$ cat src/rtl/branch_cond_unit_pkg.sv
// -----------------------------------------------------------------------------
// branch_cond_unit_pkg : condition codes and FSM encoding shared by the
//                        branch-condition unit and its evaluator.
// Revision: 1.0
// -----------------------------------------------------------------------------
`default_nettype none

package branch_cond_unit_pkg;

    // A 2-bit field maps onto the low half of this table.
    localparam logic [2:0] CC_ZERO    = 3'b000;
    localparam logic [2:0] CC_NONZERO = 3'b001;
    localparam logic [2:0] CC_POS     = 3'b010;
    localparam logic [2:0] CC_NEG     = 3'b011;
    localparam logic [2:0] CC_ALWAYS  = 3'b100;
    localparam logic [2:0] CC_NEVER   = 3'b101;
    localparam logic [2:0] CC_GTZ     = 3'b110;
    localparam logic [2:0] CC_LEZ     = 3'b111;

    typedef enum logic {
        ST_IDLE  = 1'b0,
        ST_VALID = 1'b1
    } state_t;

endpackage : branch_cond_unit_pkg

`default_nettype wire

$ cat src/rtl/branch_cond_unit_cond_eval.sv
// -----------------------------------------------------------------------------
// branch_cond_unit_cond_eval : combinational condition-code decoder,
//                              cc + operand -> taken.
// Revision: 1.0
// -----------------------------------------------------------------------------
`default_nettype none

module branch_cond_unit_cond_eval
    import branch_cond_unit_pkg::*;
#(
    parameter int DATA_WIDTH = 32,
    parameter int COND_W     = 2
) (
    input  logic [COND_W-1:0]     i_cc,
    input  logic [DATA_WIDTH-1:0] i_operand,
    output logic                  o_taken
);

    logic [2:0] w_cc;
    logic       w_zero;
    logic       w_neg;

    generate
        if (COND_W == 2) begin : g_cc2
            assign w_cc = {1'b0, i_cc};
        end else if (COND_W == 3) begin : g_cc3
            assign w_cc = i_cc;
        end else begin : g_bad_cond_w
            $error("branch_cond_unit: COND_W must be 2 or 3");
        end
    endgenerate

    assign w_zero = (i_operand == '0);
    assign w_neg  = i_operand[DATA_WIDTH-1];

    always_comb begin
        o_taken = 1'b0;
        case (w_cc)
            CC_ZERO:    o_taken = w_zero;
            CC_NONZERO: o_taken = ~w_zero;
            CC_POS:     o_taken = ~w_neg;
            CC_NEG:     o_taken = w_neg;
            CC_ALWAYS:  o_taken = 1'b1;
            CC_NEVER:   o_taken = 1'b0;
            CC_GTZ:     o_taken = ~w_neg & ~w_zero;
            CC_LEZ:     o_taken = w_neg | w_zero;
        endcase
    end

endmodule : branch_cond_unit_cond_eval

`default_nettype wire

$ cat src/rtl/branch_cond_unit.sv
// -----------------------------------------------------------------------------
// branch_cond_unit : registered branch-condition flag with valid/ack handshake
//                    and saturating taken-branch counter.
// Revision: 1.0
// -----------------------------------------------------------------------------
`default_nettype none

module branch_cond_unit
    import branch_cond_unit_pkg::*;
#(
    parameter int DATA_WIDTH = 32,
    parameter int IR_WIDTH   = 32,
    parameter int COND_LSB   = 19,
    parameter int COND_W     = 2,
    parameter int CNT_WIDTH  = 16
) (
    input  logic                  clock,
    input  logic                  clear_n,
    input  logic [IR_WIDTH-1:0]   ir,
    input  logic [DATA_WIDTH-1:0] bus_in,
    input  logic                  con_in,
    input  logic                  con_clr,
    input  logic                  con_ack,
    output logic                  con_out,
    output logic                  con_valid,
    output logic [CNT_WIDTH-1:0]  taken_cnt,
    input  logic                  cnt_clr
);

    state_t                r_state;
    state_t                w_state_nxt;
    logic                  w_capture;
    logic                  w_taken;
    logic                  r_con_out;
    logic [CNT_WIDTH-1:0]  r_cnt;
    logic                  w_ir_unused;

    // Only the condition field of IR matters here.
    assign w_ir_unused = ^ir;

    branch_cond_unit_cond_eval #(
        .DATA_WIDTH (DATA_WIDTH),
        .COND_W     (COND_W)
    ) u_cond_eval (
        .i_cc      (ir[COND_LSB +: COND_W]),
        .i_operand (bus_in),
        .o_taken   (w_taken)
    );

    always_comb begin
        w_state_nxt = r_state;
        w_capture   = 1'b0;
        if (con_clr) begin
            w_state_nxt = ST_IDLE;
        end else if (con_in) begin
            w_state_nxt = ST_VALID;
            w_capture   = 1'b1;
        end else if ((r_state == ST_VALID) && con_ack) begin
            w_state_nxt = ST_IDLE;
        end
    end

    always_ff @(posedge clock or negedge clear_n) begin
        if (!clear_n) begin
            r_state   <= ST_IDLE;
            r_con_out <= 1'b0;
        end else begin
            r_state <= w_state_nxt;
            if (con_clr) begin
                r_con_out <= 1'b0;
            end else if (w_capture) begin
                r_con_out <= w_taken;
            end
        end
    end

    // Clear beats increment; a cleared capture never counts.
    always_ff @(posedge clock or negedge clear_n) begin
        if (!clear_n) begin
            r_cnt <= '0;
        end else if (cnt_clr) begin
            r_cnt <= '0;
        end else if (w_capture && w_taken && !(&r_cnt)) begin
            r_cnt <= r_cnt + 1'b1;
        end
    end

    assign con_out   = r_con_out;
    assign con_valid = (r_state == ST_VALID);
    assign taken_cnt = r_cnt;

endmodule : branch_cond_unit

`default_nettype wire

$ cat config.mk
export PLATFORM = sky130hd
export DESIGN_NAME = branch_cond_unit
export DESIGN_NICKNAME = d
export VERILOG_FILES = /design/src/rtl/branch_cond_unit_pkg.sv /design/src/rtl/branch_cond_unit_cond_eval.sv /design/src/rtl/branch_cond_unit.sv
export SDC_FILE = /design/constraint.sdc
export NUM_CORES = 1
export LEC_CHECK = 0
export CORE_MARGIN = 2
export CORE_UTILIZATION = 30
export CTS_CLUSTER_DIAMETER = 80
export DETAILED_ROUTE_END_ITERATION = 10
export GPL_TIMING_DRIVEN = 0
export PLACE_DENSITY = 0.75
export SETUP_SLACK_MARGIN = 0.3
export SYNTH_ARGS = -nofsm -noshare
export SYNTH_HDL_FRONTEND = slang
export SYNTH_SLANG_ARGS = --single-unit
$ cat constraint.sdc
create_clock -name clock -period 2.5 [get_ports clock]
set_input_delay 0.5 -clock clock [delete_from_list [all_inputs] [get_ports clock]]
set_output_delay 0.5 -clock clock [all_outputs]
set_load 0.02 [all_outputs]
==> insert_results.sql <==
INSERT INTO impl_metrics (metric_group, metric, value, unit) VALUES
('outcome', 'run_status', 'finished clean', ''),
('detailed_routing', 'vias_per_cell', '5.20', ''),
('detailed_routing', 'routed_wl', '3.44', 'mm'),
('synthesis', 'synth.area.mux_share', '2.09', '%'),
('synthesis', 'synth_cells', '123', ''),
('setup_path', 'crit_fanout', '6', ''),
('synthesis', 'yosys_warnings', '0', ''),
('global_route', 'groute.usage.overall', '17.1', '%'),
('sta', 'hold_violations', '0', ''),
('sta', 'setup_slack', '0.260', 'ns'),
('die', 'initial_core_util', '31.7', '%'),
('detailed_routing', 'drtIter0Drc', '40', ''),
('cts', 'clk_path_buf_depth', '2', ''),
('synthesis', 'simple_gate_portion_of_the_synthesized_area', '35.6', '%'),
('sta', 'final-setup-viol-count', '0', ''),
('synthesis', 'synth_seq_cells', '18', ''),
('cts', 'clk-insertion-delay-late', '0.30', 'ns'),
('placed_design', 'worst_setup_timing_slack_at_the_placement_stage', '-0.442', 'ns'),
('cts', 'tritoncts.num_buffers', '3', ''),
('setup_path', 'startpoint_type', 'input port', ''),
('sta', 'fin_tns_setup', '0', 'ns'),
('power_and_ir_drop', 'vdd_ir_drop_max', '0.160', 'mV'),
('synthesis', 'seq_area_frac_synth', '41.9', '%'),
('setup_path', 'cp_capture_type', 'register', ''),
('sta', 'grt_setup_unrepaired', 'yes', ''),
('sta', 'worstMarginPinSlew', '0.809', 'ns'),
('synthesis', 'synth_compound_gate_area_share', '14.9', '%'),
('run', 'max_cap_viol_count', '0', ''),
('synthesis', 'synth_top_area_cell', 'dfrtp_1', ''),
('cts', 'clockRootBuffer', 'clkbuf_4', ''),
('die', 'dieWidth', '63.9', 'um'),
('cells_and_area', 'antenna_cells_inserted', '0', ''),
('cts', 'ctsHtreeMaxLevel', '1', ''),
('synthesis', 'synth_top_family_by_area', 'simple AND/OR/NAND/NOR gates', ''),
('synthesis', 'post_synth_adder_cell_area', '1.16', '%'),
('global_route', 'antenna_found_initial', '0', ''),
('synthesis', 'synthesis.area', '0.00108', 'mm^2'),
('setup_path', 'worst_endpoint_required_time', '2.68', 'ns'),
('placed_design', 'port_buffers', '56', ''),
('setup_path', 'critical_path_class', 'input port to register', ''),
('cts', 'clkSlewWorstSetupHoldPaths', '0.11', 'ns'),
('global_route', 'total_global_routing_overflow', '0', ''),
('die', 'die_area', '0.00408', 'mm^2'),
('power_and_ir_drop', 'totalPowerFinal', '603', 'uW'),
('worst_hold_path', 'worstHoldPathType', 'register to register', ''),
('detailed_routing', 'detailroute.via_count', '1249', ''),
('synthesis', 'synthTopCellsByArea', 'dfrtp_1 (42%), a21oi_1 (6.0%), or3_1 (4.7%)', ''),
('cts', 'tritoncts', 'done', ''),
('global_route', 'grt_max_degree', '19', ''),
('detailed_routing', 'drtPass1Iterations', '4', ''),
('sta', 'report.final.slew_viol_count', '0', ''),
('setup_path', 'cp.arrival', '2.42', 'ns'),
('cts', 'cts.sinks', '18', ''),
('sta', 'worst_slew_margin_relative_to_its_limit', '45.9', '%'),
('detailed_routing', 'number_of_remaining_drc_errors', '0', ''),
('sta', 'finalCritPeriodShare', '89.6', '%'),
('synthesis', 'synthesis.nets', '194', ''),
('power_and_ir_drop', 'power.density', '309', 'mW/mm^2'),
('die', 'io_pins', '88', ''),
('cells_and_area', 'most_frequent_standard_cell_in_the_layout_excluding_fill_and_tap_cells', 'clkdlybuf4s50_1', ''),
('die', 'die_height', '63.9', 'um'),
('sta', 'skew', '0.00356', 'ns'),
('placed_design', 'place.gp.congestion', '0.815', ''),
('cells_and_area', 'area_growth', '81.4', '%'),
('global_route', 'grt_first_pass_wirelength', '5.58', 'mm'),
('die', 'core.rowCount', '21', ''),
('cells_and_area', 'nNetsFinal', '266', ''),
('power_and_ir_drop', 'leakage', '0.000780', 'uW'),
('placed_design', 'dp_hpwl', '2.46', 'mm'),
('setup_path', 'reg2reg_slack', '0.36', 'ns'),
('synthesis', 'ys_types', '33', ''),
('synthesis', 'yosysTopAreaCellShare', '41.9', '%'),
('cells_and_area', 'final_layout_size_suffix_gt1_share', '35.1', '%'),
('global_route', 'vias_in_the_first_global_route', '1309', ''),
('sta', 'fin_crit', '2.24', 'ns'),
('die', 'placeable_area', '0.00339', 'mm^2'),
('synthesis', 'fraction_of_synthesized_cell_area_in_xor_and_xnor_cells', '0.814', '%'),
('detailed_routing', 'wl_per_cell', '14.3', 'um'),
('sta', 'fmaxAchievable', '447', 'MHz'),
('synthesis', 'syn-mean-instance-area', '8.75', 'um^2'),
('cells_and_area', 'commonest_cells_after_routing_fill_and_taps_aside', 'clkdlybuf4s50_1 (21), dfrtp_1 (16), buf_2 (13), buf_4 (10), dlygate4sd2_1 (9)', ''),
('detailed_routing', 'antenna_left', '0', '');
==> registers in the layout, indices dropped and copies added (netlist names) <==
name / cells
taken_cnt: 16
con_out: 1
con_valid: 1
==> final timing paths <==
kind                               from            to  cells after the start
max in group asynchronous       clear_n  taken_cnt[0]                      1
setup reg to reg           taken_cnt[1]  taken_cnt[0]                     10
setup / recovery             bus_in[11]  taken_cnt[8]                      9
min in group asynchronous       clear_n  taken_cnt[5]                      1
hold / removal                  con_out       con_out                      1
hold reg to reg                 con_out       con_out                      1
==> stage by stage <==
step	util, %	cells	hold slack (ns)	instance area, um^2
2_1_floorplan	-	123	0.204	1100
3_3_place_gp	50.6	225	0.473	1720
3_5_place_dp	50.6	225	0.487	1720
4_1_cts	54.6	235	0.513	1850
5_1_grt	57.6	240	0.535	1950
6_report	57.6	240	0.504	1950
==> timing repair <==
| action | 4_1_cts | 5_1_grt |
|---|---|---|
| hold endpoints to repair | 0 | 0 |
| gates resized for setup | 122 | 18 |
| pin swaps | 18 | 8 |
| hold buffers | 0 | 0 |
| gates cloned | 2 | 0 |
| setup endpoints to repair | 16 | 15 |
| buffers inserted | 4 | 5 |
==> final cells by class <==
type | count | area, um^2
repair buffers | 67 | 599
clock buffers | 4 | 36.3
inverters | 3 | 11.3
plain buffers | 5 | 38.8
well taps | 46 | 57.6
flip-flops and latches | 18 | 453
multi-input cells | 97 | 756
fillers | 297 | 1440
==> worst max-delay path, cell delays in order <==
cell	delay [ns]
clkdlybuf4s15_1	0.23
nor4_4	0.18
nand2_1	0.12
or4b_4	0.56
a31o_4	0.26
buf_6	0.14
buf_8	0.13
o31ai_4	0.22
a21oi_2	0.08
==> per-layer routing <==
| layer | global-route usage (%) | up-vias | part of all wire [%] |
|---|---|---|---|
| li1 | - | 603 | - |
| met1 | 19.2 | 584 | 38 |
| met2 | 30.5 | 56 | 54 |
| met3 | 4.23 | 6 | 7.0 |
| met4 | 7.34 | 0 | 1.8 |
| met5 | 0 | - | 0 |
==> power by group <==
group | leakage [uW] | total (uW) | switching [uW] | internal, uW
Clock | 0.0000210 | 183 | 94.4 | 88.8
Combinational | 0.000513 | 123 | 55.6 | 67.2
Sequential | 0.000246 | 297 | 2.51 | 295
Total | 0.000780 | 603 | 152 | 451
==> synthesized netlist by cell type <==
cell,n
nand3_1,8
a31o_1,1
and3_1,4
dfrtp_1,18
nor3_1,5
mux2_2,2
nand2_1,8
ha_1,1
nand3b_1,1
inv_1,3
nor2_1,8
a21o_1,1
nor2b_1,4
clkbuf_1,2
and4_1,1
nor4_2,3
nand2b_1,2
or2_2,1
or4_1,2
o31ai_1,4
and4b_1,1
buf_6,1
or3_1,8
nand4_1,4
nor4_1,4
buf_2,1
a31oi_1,1
buf_1,1
o21ai_0,7
a21oi_1,13
or4b_1,1
xor2_1,1
a211oi_1,1
==> kinds of logic (layout without fill, tap and decap cells) <==
logic type,Yosys count,count (layout)
AO/OA/AOI/OAI,28,28
XOR/XNOR,1,1
adder cells (fa/ha/maj),1,1
buffers and inverters,8,79
flip-flops,18,18
multiplexers,2,2
AND/OR/NAND/NOR,65,65
No activity file was read; power rests on OpenSTA's default activity.
